<file path="src/rtl/adc_channel_filter.sv">
// Eight-channel exponential moving average filter with per-channel hysteresis alarms.
// Each sweep runs one channel per clock through a single shared update and compare path.
module adc_channel_filter #(
  parameter int unsigned SHIFT     = 2,
  parameter logic [11:0] HI_THRESH = 12'hC00,
  parameter logic [11:0] LO_THRESH = 12'hA00
) (
  input  logic        CLOCK,
  input  logic        RESET_N,
  input  logic        SAMPLE_TICK,
  input  logic [11:0] CH0,
  input  logic [11:0] CH1,
  input  logic [11:0] CH2,
  input  logic [11:0] CH3,
  input  logic [11:0] CH4,
  input  logic [11:0] CH5,
  input  logic [11:0] CH6,
  input  logic [11:0] CH7,
  output logic [11:0] FILT0,
  output logic [11:0] FILT1,
  output logic [11:0] FILT2,
  output logic [11:0] FILT3,
  output logic [11:0] FILT4,
  output logic [11:0] FILT5,
  output logic [11:0] FILT6,
  output logic [11:0] FILT7,
  output logic [7:0]  ALARM,
  output logic        DONE,
  output logic        BUSY,
  output logic        OVERRUN
);

  localparam int DATA_W = 12;
  localparam int ACC_W  = DATA_W + SHIFT;

  typedef enum logic {IDLE, SCAN} state_t;

  // acc - acc/2^SHIFT + x; bounded by 0xFFF << SHIFT, so it cannot wrap.
  function automatic logic [ACC_W-1:0] ema_step(input logic [ACC_W-1:0] acc,
                                                input logic [DATA_W-1:0] x);
    ema_step = acc - (acc >> SHIFT) + ACC_W'(x);
  endfunction

  function automatic logic [ACC_W-1:0] ema_preload(input logic [DATA_W-1:0] x);
    ema_preload = ACC_W'(x) << SHIFT;
  endfunction

  function automatic logic [DATA_W-1:0] ema_out(input logic [ACC_W-1:0] acc);
    ema_out = acc[ACC_W-1:SHIFT];
  endfunction

  state_t             state_q;
  state_t             state_d;
  logic [2:0]         idx_q;
  logic               primed_q;
  logic [ACC_W-1:0]   acc_q [8];
  logic [7:0]         alarm_q;
  logic               done_q;
  logic               overrun_q;

  logic [DATA_W-1:0]  ch_arr [8];
  logic [DATA_W-1:0]  ch_sel;
  logic [ACC_W-1:0]   acc_sel;
  logic [ACC_W-1:0]   acc_new;
  logic [DATA_W-1:0]  filt_new;
  logic               alarm_new;
  logic               last_ch;

  assign ch_arr  = '{CH0, CH1, CH2, CH3, CH4, CH5, CH6, CH7};
  assign ch_sel  = ch_arr[idx_q];
  assign acc_sel = acc_q[idx_q];
  assign last_ch = (idx_q == 3'd7);

  always_comb begin
    acc_new   = primed_q ? ema_step(acc_sel, ch_sel) : ema_preload(ch_sel);
    filt_new  = ema_out(acc_new);
    alarm_new = alarm_q[idx_q];
    if (filt_new >= HI_THRESH)
      alarm_new = 1'b1;
    else if (filt_new <= LO_THRESH)
      alarm_new = 1'b0;
  end

  always_comb begin
    state_d = state_q;
    case (state_q)
      IDLE:    if (SAMPLE_TICK) state_d = SCAN;
      SCAN:    if (last_ch) state_d = IDLE;
      default: state_d = IDLE;
    endcase
  end

  // Sweep sequencing and per-channel state update
  always_ff @(posedge CLOCK) begin
    if (!RESET_N) begin
      state_q   <= IDLE;
      idx_q     <= 3'd0;
      primed_q  <= 1'b0;
      alarm_q   <= 8'h00;
      done_q    <= 1'b0;
      overrun_q <= 1'b0;
      for (int i = 0; i < 8; i++) acc_q[i] <= '0;
    end else begin
      state_q <= state_d;
      done_q  <= 1'b0;
      if (state_q == IDLE && SAMPLE_TICK)
        idx_q <= 3'd0;
      if (state_q == SCAN) begin
        acc_q[idx_q]   <= acc_new;
        alarm_q[idx_q] <= alarm_new;
        idx_q          <= idx_q + 3'd1;
        if (SAMPLE_TICK)
          overrun_q <= 1'b1;
        if (last_ch) begin
          done_q   <= 1'b1;
          primed_q <= 1'b1;
        end
      end
    end
  end

  assign FILT0   = ema_out(acc_q[0]);
  assign FILT1   = ema_out(acc_q[1]);
  assign FILT2   = ema_out(acc_q[2]);
  assign FILT3   = ema_out(acc_q[3]);
  assign FILT4   = ema_out(acc_q[4]);
  assign FILT5   = ema_out(acc_q[5]);
  assign FILT6   = ema_out(acc_q[6]);
  assign FILT7   = ema_out(acc_q[7]);
  assign ALARM   = alarm_q;
  assign DONE    = done_q;
  assign BUSY    = (state_q == SCAN);
  assign OVERRUN = overrun_q;

endmodule
</file>
<file path="config.mk">
export PLATFORM = sky130hd
export DESIGN_NAME = adc_channel_filter
export DESIGN_NICKNAME = d
export VERILOG_FILES = /design/src/rtl/adc_channel_filter.sv
export SDC_FILE = /design/constraint.sdc
export NUM_CORES = 1
export LEC_CHECK = 0
export ABC_AREA = 1
export CAP_MARGIN = 10
export CORE_ASPECT_RATIO = 1.1
export CORE_UTILIZATION = 46
export DETAILED_ROUTE_END_ITERATION = 6
export GPL_ROUTABILITY_DRIVEN = 0
export PLACE_DENSITY = 0.75
export SYNTH_ARGS = -nofsm -noshare
export SYNTH_HDL_FRONTEND = slang
export SYNTH_SLANG_ARGS = --single-unit
</file>
<file path="constraint.sdc">
create_clock -name CLOCK -period 3.5 [get_ports CLOCK]
set_input_delay 0.525 -clock CLOCK [delete_from_list [all_inputs] [get_ports CLOCK]]
set_output_delay 0.525 -clock CLOCK [all_outputs]
set_load 0.05 [all_outputs]
</file>
==> results.toml <==
[outcome]
status = "finished with violations"
violations = "design-rule violations, negative setup slack"

[cts]
cts_tree = "built"
cts_buffers = 17
postCtsHoldBufs = 0
cts_max_path_buffers = 2
htreeDepth = 4
path_clk_slew_ns = 0.06
cts-root-buf = "clkbuf_16"
clkSinkCount = 130
clock_latency_ns = 0.42

[timing]
report.final.slew_viol_count = 0
hold_violations = 0
min_period_ns = 3.72
rsz0062_at_grt = "yes"
worst_slack_ns = -0.216
fmax_mhz = 269
fin_tns_setup_ns = -5.92
fin_crit_sh = 1.06
slew_headroom = 0.421
setup_viol = 59
fin_worst_skew_ns = 0.0129
worstMarginPinSlew_ns = 0.867

[detailed_routing]
routed_wl_um = 32000
num_vias = 9135
drcViolationCount = 1
vias_per_cell = 5.59
drt_iter0_markers = 1038
wl_per_cell_um = 19.6
drt-pass1-iter-count = 7
ant_nets = 0

[die]
core_area_mm2 = 0.0185
floorplan.die_area_mm2 = 0.0196
start_util = 0.473
num_rows = 52
pin_count = 206
die_h_um = 147
die_width_um = 134

[pwr]
leakagePower_nw = 5.63
ir_drop_mv = 0.490
power_density_mw_per_mm2 = 506

[setup_path]
cp_slowest_stage_delay_ns = 0.51
arrival_ns = 4.02
crit_top_cell = "nand3_2"
crit_path_top_delay_cell = "fa_1"
path_cells = "inv_8 > buf_12 > o21ai_0 > o22ai_1 > nand2_1 > o21ai_4 > buf_4 > fa_1 > inv_2 > fa_2 > buf_6 > nand2_2 > nand3_2 > nand2_1 > nand3_2 > nand2_4 > nand3_2 > nor2_2 > nand3_2 > nand2_4 > nand2_8 > nand2_2 > nand2_1"
cp.required_ns = 3.81
crit_fanout = 8
cp-end-kind = "register"
critical_path_class = "register to register"
r2r_cells = 23
setup.worst_path.start_class = "register"

[min_path]
hold_depth = 2
hold_path.class = "register to register"

[cells_and_area]
layout-drive-gt1-share = 0.257
design_area_mm2 = 0.0129
fillers = 1297
fin_nets = 1504
mostFrequentLayoutCells = "nand2_1 (259), clkdlybuf4s50_1 (205), nor2_1 (169)"
area_delta_synth_final_pct = 46.9
layout_commonest_cell = "nand2_1"
antenna_cells = 0
fin_cells = 1633

[synth]
synth_fa_ha_area_frac = 0.0502
synth_compound_area_frac = 0.0753
synthCells = 1159
synthSimpleGateAreaFrac = 0.281
synth.area.mux_share = 0
ys_warn_count = 0
syn-num-nets = 1286
syn_area_per_cell_um2 = 7.57
ys_seq_elements = 130
synth_top_family_by_area = "simple AND/OR/NAND/NOR gates"
synthXorXnorAreaFrac = 0
synth_area_mm2 = 0.00878
synth.distinct_cells = 33
seq_area_frac_synth = 0.424

[global_route]
grt_usage = 0.301
grt_max_degree = 20
overflow = 0
grt_pass1_vias = 8795
grt_pass1_wl_um = 44900
antenna_found_initial = 0

[job]
cap_viol_max_count = 0

[placed_design]
dpl.cell_count = 1583
post-dp-hpwl_um = 20700
placed_cell_area_mm2 = 0.0112
io_buffer_count = 205
==> state kept, by name (all words and copies together) (netlist names), named ones only <==
signal and flops:
acc_q 112, ALARM 8, idx_q 3, BUSY 1, DONE 1, OVERRUN 1
primed_q 1
==> final timing paths <==
| check | start | endpoint | slack, ns |
|---|---|---|---|
| setup / recovery | register | ALARM[6] | -0.22 |
| setup reg to reg | register | ALARM[6] | -0.22 |
| hold reg to reg | OVERRUN | OVERRUN | 0.49 |
| hold / removal | OVERRUN | OVERRUN | 0.49 |
==> critical path: cells and delay by family (launching register included) <==
family	cells	cell delay [ns]
compound gates	3	0.42
flops	1	0.45
fa+ha+maj	2	0.91
simple gates	13	1.24
buf+inv	5	0.58
==> cells in the mapped netlist <==
library cell	instances	area, um^2
a211oi_1	1	7.51
a211oi_2	1	12.5
a21oi_1	16	80.1
a22o_1	4	35.0
a22oi_1	3	22.5
and2_1	1	6.26
and3_1	1	6.26
buf_1	1	3.75
buf_2	9	45.0
buf_4	98	736
buf_6	6	67.6
clkbuf_1	26	97.6
clkinv_1	1	3.75
dfxtp_1	18	360
edfxtp_1	112	3360
fa_1	12	240
ha_1	16	200
inv_1	133	499
inv_2	7	26.3
inv_4	2	12.5
nand2_1	298	1120
nand2_2	6	37.5
nand2_4	5	56.3
nand3_1	65	325
nand3_2	5	50.1
nand4_1	14	87.6
nor2_1	203	762
nor2_2	1	6.26
o21ai_0	64	320
o21ai_1	3	15.0
o221ai_1	2	17.5
o22ai_1	24	150
or2_2	1	6.26
==> logic make-up after synthesis <==
family,Yosys count
flops,130
fa+ha+maj,28
simple gates,600
compound gates,118
buf+inv,283
==> final cells by class <==
| class | instances | area (um^2) | area share |
|---|---|---|---|
| multi-input cells | 746 | 4330 | 0.336 |
| flip-flops and latches | 130 | 3740 | 0.290 |
| repair buffers | 339 | 3380 | 0.262 |
| inverters | 143 | 571 | 0.0442 |
| clock buffers | 19 | 433 | 0.0336 |
| well taps | 243 | 304 | 0.0236 |
| clock inverters | 13 | 144 | 0.0112 |
==> layer usage <==
metal	up-vias	share of wire	global-route usage
li1	4058	-	-
met5	-	0	0
met3	161	0.11	0.0732
met4	0	0.059	0.172
met2	675	0.49	0.505
met1	4241	0.35	0.351
==> where the power goes <==
part	switching, W	internal [W]	total [W]
sequential	0.0000523	0.00174	0.00180
combinational	0.00172	0.00125	0.00297
clock	0.000656	0.00111	0.00176
total	0.00243	0.00410	0.00653
==> stage by stage <==
stage                      util  setup WS, ns  hold slack (ns)  power, W
after floorplan               -       0.00348            0.619   0.00310
after global placement    0.602        -0.293            0.452   0.00384
after detailed placement  0.602        -0.376            0.473   0.00389
after CTS                 0.660       0.00982            0.494   0.00597
after global routing      0.696        -0.319            0.522   0.00676
final                     0.696        -0.216            0.493   0.00653
==> timing repair <==
item,4_1_cts,5_1_grt
cloned,3,2
pin swaps,32,82
endpoints found under the hold margin,0,0
buffers inserted,4,13
resized for setup,112,174
endpoints found under the setup margin,104,88
(Power assumes the default switching activity.)
